===== src/rtl/game_controller.sv =====
// Player-side driver for the level game's guess checker.
// Turns button edges into submit/next pulses and tracks level, score and tries.
module game_controller #(
    parameter int NUM_LEVELS  = 10,
    parameter int MAX_TRIES   = 3,
    parameter int TRY_W       = 2,
    parameter int HOLD_CYCLES = 4,
    parameter int RESP_LAT    = 1
) (
    input  logic             clk,
    input  logic             reset,
    input  logic             btn_submit,
    input  logic             btn_next,
    input  logic [3:0]       sw_data,
    input  logic [2:0]       result,
    output logic             submit,
    output logic             next_level,
    output logic [3:0]       data,
    output logic [3:0]       level,
    output logic [3:0]       score,
    output logic [TRY_W-1:0] tries_left,
    output logic             busy,
    output logic             win,
    output logic             game_over,
    output logic             proto_err
);

    localparam int CMAX = (HOLD_CYCLES > RESP_LAT) ? HOLD_CYCLES : RESP_LAT;
    localparam int CW   = $clog2(CMAX + 1);

    localparam logic [3:0]       LVL_LAST = 4'(NUM_LEVELS - 1);
    localparam logic [TRY_W-1:0] TRY_MAX  = TRY_W'(MAX_TRIES);
    localparam logic [TRY_W-1:0] TRY_ONE  = TRY_W'(1);

    typedef enum logic [1:0] {S_IDLE, S_WAIT, S_SHOW, S_OVER} state_t;

    state_t           state_q;
    logic [CW-1:0]    cnt_q;
    logic             sub_prev_q;
    logic             nxt_prev_q;
    logic             submit_q;
    logic             next_q;
    logic [3:0]       data_q;
    logic [3:0]       level_q;
    logic [3:0]       score_q;
    logic [TRY_W-1:0] tries_q;
    logic             win_q;
    logic             over_q;
    logic             perr_q;

    logic sub_rise;
    logic nxt_rise;

    assign sub_rise = btn_submit & ~sub_prev_q;
    assign nxt_rise = btn_next & ~nxt_prev_q;

    always_ff @(posedge clk or posedge reset) begin
        if (reset) begin
            state_q    <= S_IDLE;
            cnt_q      <= '0;
            sub_prev_q <= 1'b1;
            nxt_prev_q <= 1'b1;
            submit_q   <= 1'b0;
            next_q     <= 1'b0;
            data_q     <= '0;
            level_q    <= '0;
            score_q    <= '0;
            tries_q    <= TRY_MAX;
            win_q      <= 1'b0;
            over_q     <= 1'b0;
            perr_q     <= 1'b0;
        end else begin
            sub_prev_q <= btn_submit;
            nxt_prev_q <= btn_next;
            submit_q   <= 1'b0;
            next_q     <= 1'b0;
            unique case (state_q)
                S_IDLE: begin
                    // A rise landing right after a next pulse is dropped so
                    // the two pulses never sit on adjacent cycles.
                    if (!next_q) begin
                        if (sub_rise) begin
                            data_q   <= sw_data;
                            submit_q <= 1'b1;
                            cnt_q    <= CW'(RESP_LAT);
                            state_q  <= S_WAIT;
                        end else if (nxt_rise) begin
                            next_q  <= 1'b1;
                            level_q <= (level_q == LVL_LAST) ? 4'd0
                                                             : level_q + 4'd1;
                            tries_q <= TRY_MAX;
                        end
                    end
                end
                S_WAIT: begin
                    if (cnt_q != '0) begin
                        cnt_q <= cnt_q - CW'(1);
                    end else begin
                        unique case (result)
                            3'b010: begin
                                if (score_q != 4'hF) score_q <= score_q + 4'd1;
                                cnt_q   <= CW'(HOLD_CYCLES - 1);
                                state_q <= S_SHOW;
                            end
                            3'b001: begin
                                tries_q <= tries_q - TRY_ONE;
                                if (tries_q == TRY_ONE) begin
                                    over_q  <= 1'b1;
                                    state_q <= S_OVER;
                                end else begin
                                    state_q <= S_IDLE;
                                end
                            end
                            default: begin
                                perr_q  <= 1'b1;
                                state_q <= S_IDLE;
                            end
                        endcase
                    end
                end
                S_SHOW: begin
                    if (cnt_q != '0) begin
                        cnt_q <= cnt_q - CW'(1);
                    end else if (level_q == LVL_LAST) begin
                        win_q   <= 1'b1;
                        state_q <= S_OVER;
                    end else begin
                        next_q  <= 1'b1;
                        level_q <= level_q + 4'd1;
                        tries_q <= TRY_MAX;
                        state_q <= S_IDLE;
                    end
                end
                S_OVER: begin
                end
            endcase
        end
    end

    assign submit     = submit_q;
    assign next_level = next_q;
    assign data       = data_q;
    assign level      = level_q;
    assign score      = score_q;
    assign tries_left = tries_q;
    assign busy       = (state_q == S_WAIT) || (state_q == S_SHOW);
    assign win        = win_q;
    assign game_over  = over_q;
    assign proto_err  = perr_q;

endmodule

===== config.mk =====
export PLATFORM = sky130hd
export DESIGN_NAME = game_controller
export DESIGN_NICKNAME = d
export VERILOG_FILES = /design/src/rtl/game_controller.sv
export SDC_FILE = /design/constraint.sdc
export NUM_CORES = 1
export LEC_CHECK = 0
export CAP_MARGIN = 20
export CORE_MARGIN = 2
export CORE_UTILIZATION = 45
export DETAILED_ROUTE_END_ITERATION = 12
export PLACE_DENSITY_LB_ADDON = 0.2
export SKIP_CTS_REPAIR_TIMING = 1
export SLEW_MARGIN = 10
export SYNTH_ARGS = -nofsm -noshare
export SYNTH_HDL_FRONTEND = slang
export SYNTH_SLANG_ARGS = --single-unit

===== constraint.sdc =====
create_clock -name clk -period 2.1 [get_ports clk]
set_clock_uncertainty 0.15 [all_clocks]
set_input_delay 0.42 -clock clk [delete_from_list [all_inputs] [get_ports clk]]
set_output_delay 0.42 -clock clk [all_outputs]
set_load 0.005 [all_outputs]

=== Yosys cells after proc, flatten, opt, wreduce, memory -nomap -nowiden ===
Index checks and enable logic that the tools add are counted.
W data, S select, Z words.

* Word-level logic and storage cells: 94
* Register bits: 26
* Bits of input ports: 11
* Output and inout bits: 20

* Add/sub/neg operators: 4
* Equality and inequality tests: 17
* Bitwise operators: 7
* Mux-type cells: 38
* Reduce and logical (&&, ||, !) cells: 15

{| class="wikitable"
|+ Operators with widths
! operator !! number
|-
| $mux W2 || 13
|-
| $mux W4 || 6
|-
| $ne A2 B2 Y1 const B || 8
|-
| $mux W3 || 5
|-
| $pmux W2 S3 || 2
|-
| $reduce_and A5 Y1 || 2
|-
| $pmux W3 S3 || 1
|-
| $reduce_and A3 Y1 || 3
|-
| $add A4 B1 Y4 const B || 2
|-
| $mux W1 || 8
|-
| $pmux W4 S2 || 1
|-
| $reduce_and A4 Y1 || 2
|-
| $reduce_and A8 Y1 || 1
|-
| $reduce_and A6 Y1 || 1
|-
| $reduce_bool A3 Y1 || 2
|-
| $not A1 Y1 || 5
|-
| $eq A2 B1 Y1 const B || 2
|-
| $eq A4 B4 Y1 const B || 1
|-
| $ne A4 B4 Y1 const B || 1
|-
| $pmux W2 S2 || 1
|-
| $eq A3 B1 Y1 const B || 1
|-
| $eq A3 B2 Y1 const B || 1
|-
| $ne A3 B2 Y1 const B || 1
|-
| $sub A3 B1 Y3 const B || 1
|-
| other kinds (9) || 10
|}

=== Longest topological paths before layout ===
Gate-level depths: netlist (run 1).

* Depth in word-level cells: 6
* Mapped depth: 8
* Mapped depth without buffers: 8

=== Worst setup path before layout (run 1) ===
OpenSTA, ideal clock, no wires.

* Kind: reg-to-reg
* Start point: register cnt_q[0]
* End point: register level_q[0], in the netlist level[0]
* Slack: 0.133 ns
* Library setup time: 0.125 ns
* Period minus slack after synthesis: 1.967 ns
* Data required time: 1.825 ns
* Stages on the path, launching flop included: 9
* Arrival: 1.692 ns
* Buffers on the path: 1
* Path through: dfrtp_1 -> inv_1 -> ha_1 -> ha_1 -> buf_2 -> and2_1 -> a22o_1 -> nand2_1 -> mux2_2

* Cells in the longest elaborated chain, start to end: 3

{| class="wikitable"
|+ RTL lines
! element !! line !! source
|-
| from (decl) || 38 || <nowiki>logic [CW-1:0] cnt_q;</nowiki>
|-
| from (signal assigned) || 85 || <nowiki>cnt_q <= CW'(RESP_LAT);</nowiki>
|-
| from (signal assigned) || 97 || <nowiki>cnt_q <= cnt_q - CW'(1);</nowiki>
|-
| from (signal assigned) || 102 || <nowiki>cnt_q <= CW'(HOLD_CYCLES - 1);</nowiki>
|-
| $reduce_bool A3 Y1 || 122 || <nowiki>if (cnt_q != '0) begin</nowiki>
|-
| $ne A2 B2 Y1 (no line) || - ||
|-
| $reduce_and A6 Y1 (no line) || - ||
|-
| to (signal assigned) || 89 || <nowiki>level_q <= (level_q == LVL_LAST) ? 4'd0</nowiki>
|-
| to (signal assigned) || 129 || <nowiki>level_q <= level_q + 4'd1;</nowiki>
|-
| to (decl) || 44 || <nowiki>logic [3:0] level_q;</nowiki>
|}

Every way passes these cells.
A chain may end at the register's enable or synchronous reset.

=== Worst setup path after layout (run 1) ===
* Start point: register tries_q[0], in the netlist tries_left[0]
* End point: output tries_left[0]

{| class="wikitable"
|+ RTL lines
! element !! line !! source
|-
| from (decl) || 46 || <nowiki>logic [TRY_W-1:0] tries_q;</nowiki>
|-
| from (signal assigned) || 106 || <nowiki>tries_q <= tries_q - TRY_ONE;</nowiki>
|-
| to (decl) || 21 || <nowiki>output logic [TRY_W-1:0] tries_left,</nowiki>
|}

No word-level cell between the ends.

==> results of run 1 <==
==> sequential cells by signal (all words and copies together), names as in the netlist <==
signal,count
nxt_prev_q,1
data,4
level,4
next_level,1
win,1
proto_err,1
game_over,1
sub_prev_q,1
submit,1
state_q,2
cnt_q,3
score,4
tries_left,2
==> per-layer routing <==
layer / vias up / global-route usage
met1: 537 / 0.2201
met3: 2 / 0.02814
met5: - / 0
met4: 0 / 0.06349
met2: 21 / 0.2935
li1: 531 / -
==> final timing paths <==
path                                        end  cells past startpoint  slack, ns                      start
max                               tries_left[0]                      1       0.12  tries_left[0]$_DFFE_PP1P_
min                        score[0]$_DFFE_PP0P_                      3       0.23                      reset
max reg2reg                level[1]$_DFFE_PP0P_                      7       0.12       cnt_q[0]$_DFFE_PP0P_
min reg2reg                     win$_DFFE_PP0P_                      1       0.35            win$_DFFE_PP0P_
max in group asynchronous  nxt_prev_q$_DFF_PP1_                      3       1.33                      reset
min in group clk                win$_DFFE_PP0P_                      1       0.35            win$_DFFE_PP0P_
==> kinds of logic (layout without fill, tap and decap cells) <==
family | count (synthesis) | count (layout) | share of synthesized area
and+or+nand+nor | 33 | 33 | 0.1323
DFF | 26 | 26 | 0.4621
AOI/OAI and AO/OA | 24 | 24 | 0.1623
buffers and inverters | 15 | 60 | 0.04056
muxes | 12 | 12 | 0.09348
adders and majority gates | 11 | 11 | 0.09700
xor gates and xnor gates | 2 | 2 | 0.01235
==> cell usage in the layout (no fill, tap or decap), types with 3 or more instances in the layout <==
cell,count
sky130_fd_sc_hd__nor2_1,6
sky130_fd_sc_hd__mux2_2,9
sky130_fd_sc_hd__inv_1,11
sky130_fd_sc_hd__clkdlybuf4s50_1,29
sky130_fd_sc_hd__nand3_1,4
sky130_fd_sc_hd__dfrtp_1,22
sky130_fd_sc_hd__buf_4,13
sky130_fd_sc_hd__nand2_1,7
sky130_fd_sc_hd__clkbuf_4,3
sky130_fd_sc_hd__ha_1,10
sky130_fd_sc_hd__dfstp_2,4
==> power breakdown <==
group	switching [mW]	total, mW	internal [mW]
clock network	0.155	0.347	0.193
registers	0.138	0.806	0.668
logic	0.565	1.32	0.755
total	0.858	2.47	1.62
==> metrics by stage <==
step | instance area [um2] | cells | utilization | TNS, ns | hold slack (ns)
floorplan | 1419 | 123 | - | 0 | 0.2745
global placement | 1863 | 208 | 0.6153 | -0.7250 | 0.3143
detailed placement | 1863 | 208 | 0.6153 | -1.421 | 0.3130
CTS | 1916 | 212 | 0.6326 | -0.1305 | 0.2327
global route | 1933 | 212 | 0.6384 | 0 | 0.2375
finish | 1933 | 212 | 0.6384 | 0 | 0.2322
==> layout make-up <==
type,instances,area share
clock buffer,3,0.01165
clock inverter,1,0.01553
inverter,13,0.02524
timing repair buffer,43,0.2071
multi-input combinational,82,0.3728
sequential,26,0.3392
tap,44,0.02848
==> impl_results.md, run 1 <==
* Result of the run: complete, no violations
* Half-perimeter wire length of the detailed placement result at 2277 um
* Period utilisation layout at 0.9439
* Top delay family on crit path: flip-flops
* Clock tree sinks at 26
* Area growth, synth to finish at 36.24%
* Area of the die at 3618 um2
* Std cell rows at 20
* Gp weighted congestion at 0.8831
* Setup slack after placement at -0.1825 ns
* CP max stage cell: sky130_fd_sc_hd__dfstp_2
* Count of flip-flops with a built-in enable after synthesis at 0
* Sequence of cells on the critical path: clkdlybuf4s50_1
* Hold violation count in the final report at 0
* Data arrival time at the worst-slack endpoint at 1.41 ns
* Endpoint type of the worst setup path: output pin
* Buffer depth of the longest clock path at 2
* Leading cell type by number of instances after synthesis: sky130_fd_sc_hd__dfrtp_1
* Average instance area after synthesis at 11.54 um2
* Number of primary I/O pins at 31
* Cell accounting for the most synthesized area: sky130_fd_sc_hd__dfrtp_1
* Final Setup Violations at 0
* Number of fill cells in the layout at 239
* Mapped Nets at 145
* Share of post-route cells with drive strength above 1 at 0.2381
* Number of global-route vias before repair at 1101
* Start-to-end type of the worst setup path: reg2out
* Detailed Routing Iterations Pass 1 at 4
* Number of pins exceeding their max-slew limit in the final report at 0
* Total area of sequential cells at 655.6 um2
* RSZ-0062 raised after global routing: false
* Total of flip-flops plus latches after synthesis at 26
* Kind of path behind the tightest hold check: in2async
* Pin count of the biggest net entering global routing at 16
* Diode insertion count for antenna repair at 0
* Antenna violations before repair at 0
* Number of nets at the end of the flow at 191
* Critical path's largest stage delay at 0.58 ns
* Clock latency reported for the late side of the worst-skew pair at 0.32 ns
* Average wire length per cell after detail routing at 13.25 um
* Length of routed met2 wiring at 1430 um
* Max-cap violation count at 0
* Routed WL at 2810 um
* Yosys top cell area share at 0.3880
* Width of the die at 60.15 um
* Most frequent cells after synthesis: 22 x sky130_fd_sc_hd__dfrtp_1, 13 x sky130_fd_sc_hd__inv_1, 11 x sky130_fd_sc_hd__ha_1, 9 x sky130_fd_sc_hd__mux2_2, 8 x sky130_fd_sc_hd__nand2_1
* Starting density of the core at 0.4686
* Area used by multi-input combinational logic at 720.7 um2
* Total track usage at 0.1728
* Maximum net fanout on the critical path at 3
* Cell area power density at 1279 nW/um2
* Crit path buf inv count at 1
* Met1 wire length at 1241 um
* Uppermost routed layer: met4
* Critical path data required time at 1.53 ns
* Via count at 1091
* CTS H-tree depth at 1
* Period minus WS final at 1.982 ns
* IR drop worst, VDD at 0.5665 mV
* Critical path startpoint category: register
* Count of input and output buffers at 30
* First-pass GRT wire length at 4671 um
* Ratio of routed vias to standard cells at 5.146
* Post-synth top flop: sky130_fd_sc_hd__dfrtp_1
* Met3 wire length at 113 um
* Post-route ant nets at 0
* Drt initial violations at 25
* Placeable Area at 3028 um2
* Crit path setup slack, layout at 0.1177 ns
* Number of warnings printed during yosys synthesis at 0
* Count of different cell masters after synthesis at 43
* Total power at 2.473 mW
* GRT Residual Overflow at 0
* Async set-or-reset flop fraction in the synthesized netlist at 1.000
* Num CTS Buffers at 3
* Slew of the pin with the lowest slew margin at 0.4601 ns
* Gate Count Post-Synth at 123
* Clock slew at reported path FFs at 0.15 ns
* Clock Tree Root: sky130_fd_sc_hd__clkbuf_4
* Worst slew margin at 0.6922
* Peak clock frequency supported by timing at 504.5 MHz
* TritonCTS clock tree: yes
* Post-synthesis instance area at 1419 um2
* Leak Pwr at 0.8642 nW
* Sequential area share after synthesis at 0.4621
* Post-detailed-route DRC marker count at 0
* Synth area leaders: sky130_fd_sc_hd__dfrtp_1 39%, sky130_fd_sc_hd__ha_1 9.7%, sky130_fd_sc_hd__dfstp_2 7.4%
* Height of the chip at 60.15 um
(Power assumes the default switching activity.)
==> inputs of run 2 (changes only) <==
--- a/config.mk
+++ b/config.mk
@@ -6,9 +6,10 @@
 export NUM_CORES = 1
 export LEC_CHECK = 0
 export CAP_MARGIN = 20
-export CORE_MARGIN = 2
-export CORE_UTILIZATION = 45
+export CORE_MARGIN = 10
+export CORE_UTILIZATION = 25
 export DETAILED_ROUTE_END_ITERATION = 12
+export DONT_BUFFER_PORTS = 1
 export PLACE_DENSITY_LB_ADDON = 0.2
 export SKIP_CTS_REPAIR_TIMING = 1
 export SLEW_MARGIN = 10
==> impl_results.md, run 2 (synthesis results as in run 1) <==
* Result of the run: complete, no violations
* Cell area power density at 1343 nW/um2 (+5.0%)
* First-pass GRT wire length at 5209 um (+12%)
* Slew of the pin with the lowest slew margin at 0.4376 ns (-0.02243 ns)
* Total power at 2.220 mW (-10%)
* CTS H-tree depth at 1 (unchanged)
* Num CTS Buffers at 3 (unchanged)
* Area growth, synth to finish at 16.49%
* Data arrival time at the worst-slack endpoint at 2.00 ns (+0.59 ns)
* Endpoint type of the worst setup path: register
* Area of the die at 9089 um2 (+150%)
* Height of the chip at 95.34 um (+58%)
* Peak clock frequency supported by timing at 503.3 MHz (-0.23%)
* Starting density of the core at 0.2577 (-0.2109)
* Half-perimeter wire length of the detailed placement result at 2456 um (+7.8%)
* Buffer depth of the longest clock path at 2 (unchanged)
* Clock latency reported for the late side of the worst-skew pair at 0.27 ns (-0.05 ns)
* Number of primary I/O pins at 31 (unchanged)
* Period utilisation layout at 0.9461 (+0.002142)
* Detailed Routing Iterations Pass 1 at 4 (unchanged)
* Std cell rows at 27 (+35%)
* Clock tree sinks at 26 (unchanged)
* RSZ-0062 raised after global routing: false
* Drt initial violations at 50 (+100%)
* Most common cell on crit path: sky130_fd_sc_hd__ha_1
* Gp weighted congestion at 0.7203 (-18%)
* Total negative slack for setup checks at 0 ns (unchanged)
* Critical path data required time at 2.11 ns (+0.58 ns)
* Post-detailed-route DRC marker count at 0 (unchanged)
* Ratio of routed vias to standard cells at 4.811 (-6.5%)
* Pin count of the biggest net entering global routing at 27 (+11)
* Sequence of cells on the critical path: inv_1, ha_1, ha_1, and2_1, a22o_1, nand2_1, mux2_2
* Leading cell type in the layout, fill and taps excluded: sky130_fd_sc_hd__dfrtp_1
* Routed WL at 3142 um (+12%)
* Post-route ant nets at 0 (unchanged)
* Setup slack after placement at 0.1378 ns (+0.3203 ns)
* Number of nets at the end of the flow at 157 (-18%)
* Diode insertion count for antenna repair at 0 (unchanged)
* Start-to-end type of the worst setup path: reg2reg
* Placeable Area at 5507 um2 (+82%)
* Number of fill cells in the layout at 573 (+140%)
* IR drop worst, VDD at 0.4861 mV (-14%)
* Via count at 991 (-9.2%)
* Width of the die at 95.34 um (+58%)
* CP max stage cell: sky130_fd_sc_hd__dfrtp_1
* Total track usage at 0.07191 (-0.1009)
* Worst slew margin at 0.7072 (+0.01500)
* Leak Pwr at 0.7298 nW (-16%)
* Crit path setup slack, layout at 0.1132 ns (-0.004498 ns)
* Hold violation count in the final report at 0 (unchanged)
* Logic depth of the worst register-to-register path at 7 (unchanged)
* Average wire length per cell after detail routing at 15.25 um (+15%)
* Period minus WS final at 1.987 ns (+0.004498 ns)
* Final Setup Violations at 0 (unchanged)
* Number of pins exceeding their max-slew limit in the final report at 0 (unchanged)
* Clock slew at reported path FFs at 0.09 ns (-0.06 ns)
* Count of input and output buffers at 0 (-100%)
* Final-layout worst hold slack at 0.1397 ns (-0.09251 ns)
* Number of global-route vias before repair at 1041 (-5.4%)
* Max-cap violation count at 0 (unchanged)
* Hold-critical path depth at 1
* Highest-count cells in the layout ignoring fill and taps: 22 x sky130_fd_sc_hd__dfrtp_1, 13 x sky130_fd_sc_hd__inv_1, 11 x sky130_fd_sc_hd__ha_1
* Kind of path behind the tightest hold check: in2reg
* GRT Residual Overflow at 0 (unchanged)
* Clock Tree Root: sky130_fd_sc_hd__clkbuf_8
* TritonCTS clock tree: yes
* Critical path startpoint category: register
* Share of post-route cells with drive strength above 1 at 0.2164 (-0.02168)
* Maximum net fanout on the critical path at 3 (unchanged)
* Antenna violations before repair at 0 (unchanged)
* Critical path's largest stage delay at 0.36 ns (-0.22 ns)
==> run 2: layout make-up <==
| class | count | area [um2] | area share |
|---|---|---|---|
| multi-input cells | 82 | 711.9 | 0.4307 |
| flip-flops and latches | 26 | 655.6 | 0.3967 |
| well taps | 72 | 90.09 | 0.05450 |
| repair buffers | 9 | 75.07 | 0.04542 |
| inverters | 13 | 48.80 | 0.02952 |
| clock buffers | 3 | 41.29 | 0.02498 |
| clock inverters | 1 | 30.03 | 0.01817 |
==> run 2: path summary, 6_finish.rpt <==
check | slack [ns] | startpoint | end
setup reg to reg | 0.11 | cnt_q[0]$_DFFE_PP0P_ | level[1]$_DFFE_PP0P_
hold reg to reg | 0.38 | cnt_q[1]$_DFFE_PP0P_ | cnt_q[1]$_DFFE_PP0P_
setup / recovery | 0.11 | cnt_q[0]$_DFFE_PP0P_ | level[1]$_DFFE_PP0P_
min in group asynchronous | 0.49 | reset | game_over$_DFFE_PP0P_
hold / removal | 0.14 | sw_data[1] | data[1]$_DFFE_PP0P_
max in group asynchronous | 1.01 | reset | nxt_prev_q$_DFF_PP1_
==> run 2: power by group <==
| group | switching, mW | total [mW] | internal, mW |
|---|---|---|---|
| logic | 0.484 | 0.951 | 0.467 |
| registers | 0.182 | 0.851 | 0.669 |
| clock network | 0.162 | 0.417 | 0.255 |
| total | 0.828 | 2.22 | 1.39 |
==> run 2: metal layers <==
| metal | vias up | global-route usage | share of wire |
|---|---|---|---|
| met5 | - | 0 | 0 |
| met4 | 0 | 0.01496 | 0.0041 |
| met3 | 2 | 0.04399 | 0.10 |
| met2 | 23 | 0.1193 | 0.49 |
| met1 | 497 | 0.07685 | 0.40 |
| li1 | 469 | - | - |
==> run 2: critical path, delay by kind of cell, from the launching register on <==
family / cells / cell delay, ns
AND/OR/NAND/NOR: 2 / 0.31
flip-flops: 1 / 0.36
buffers and inverters: 1 / 0.06
multiplexers: 1 / 0.34
AO/OA/AOI/OAI: 1 / 0.23
adder cells (fa/ha/maj): 2 / 0.43
==> run 2: per-stage QoR <==
stage          cell area [um2]  cells  utilization
6_report                  1653    206       0.3002
5_1_grt                   1653    206       0.3002
4_1_cts                   1617    203       0.2936
3_5_place_dp              1545    199       0.2806
3_3_place_gp              1545    199       0.2806
2_1_floorplan             1419    123            -
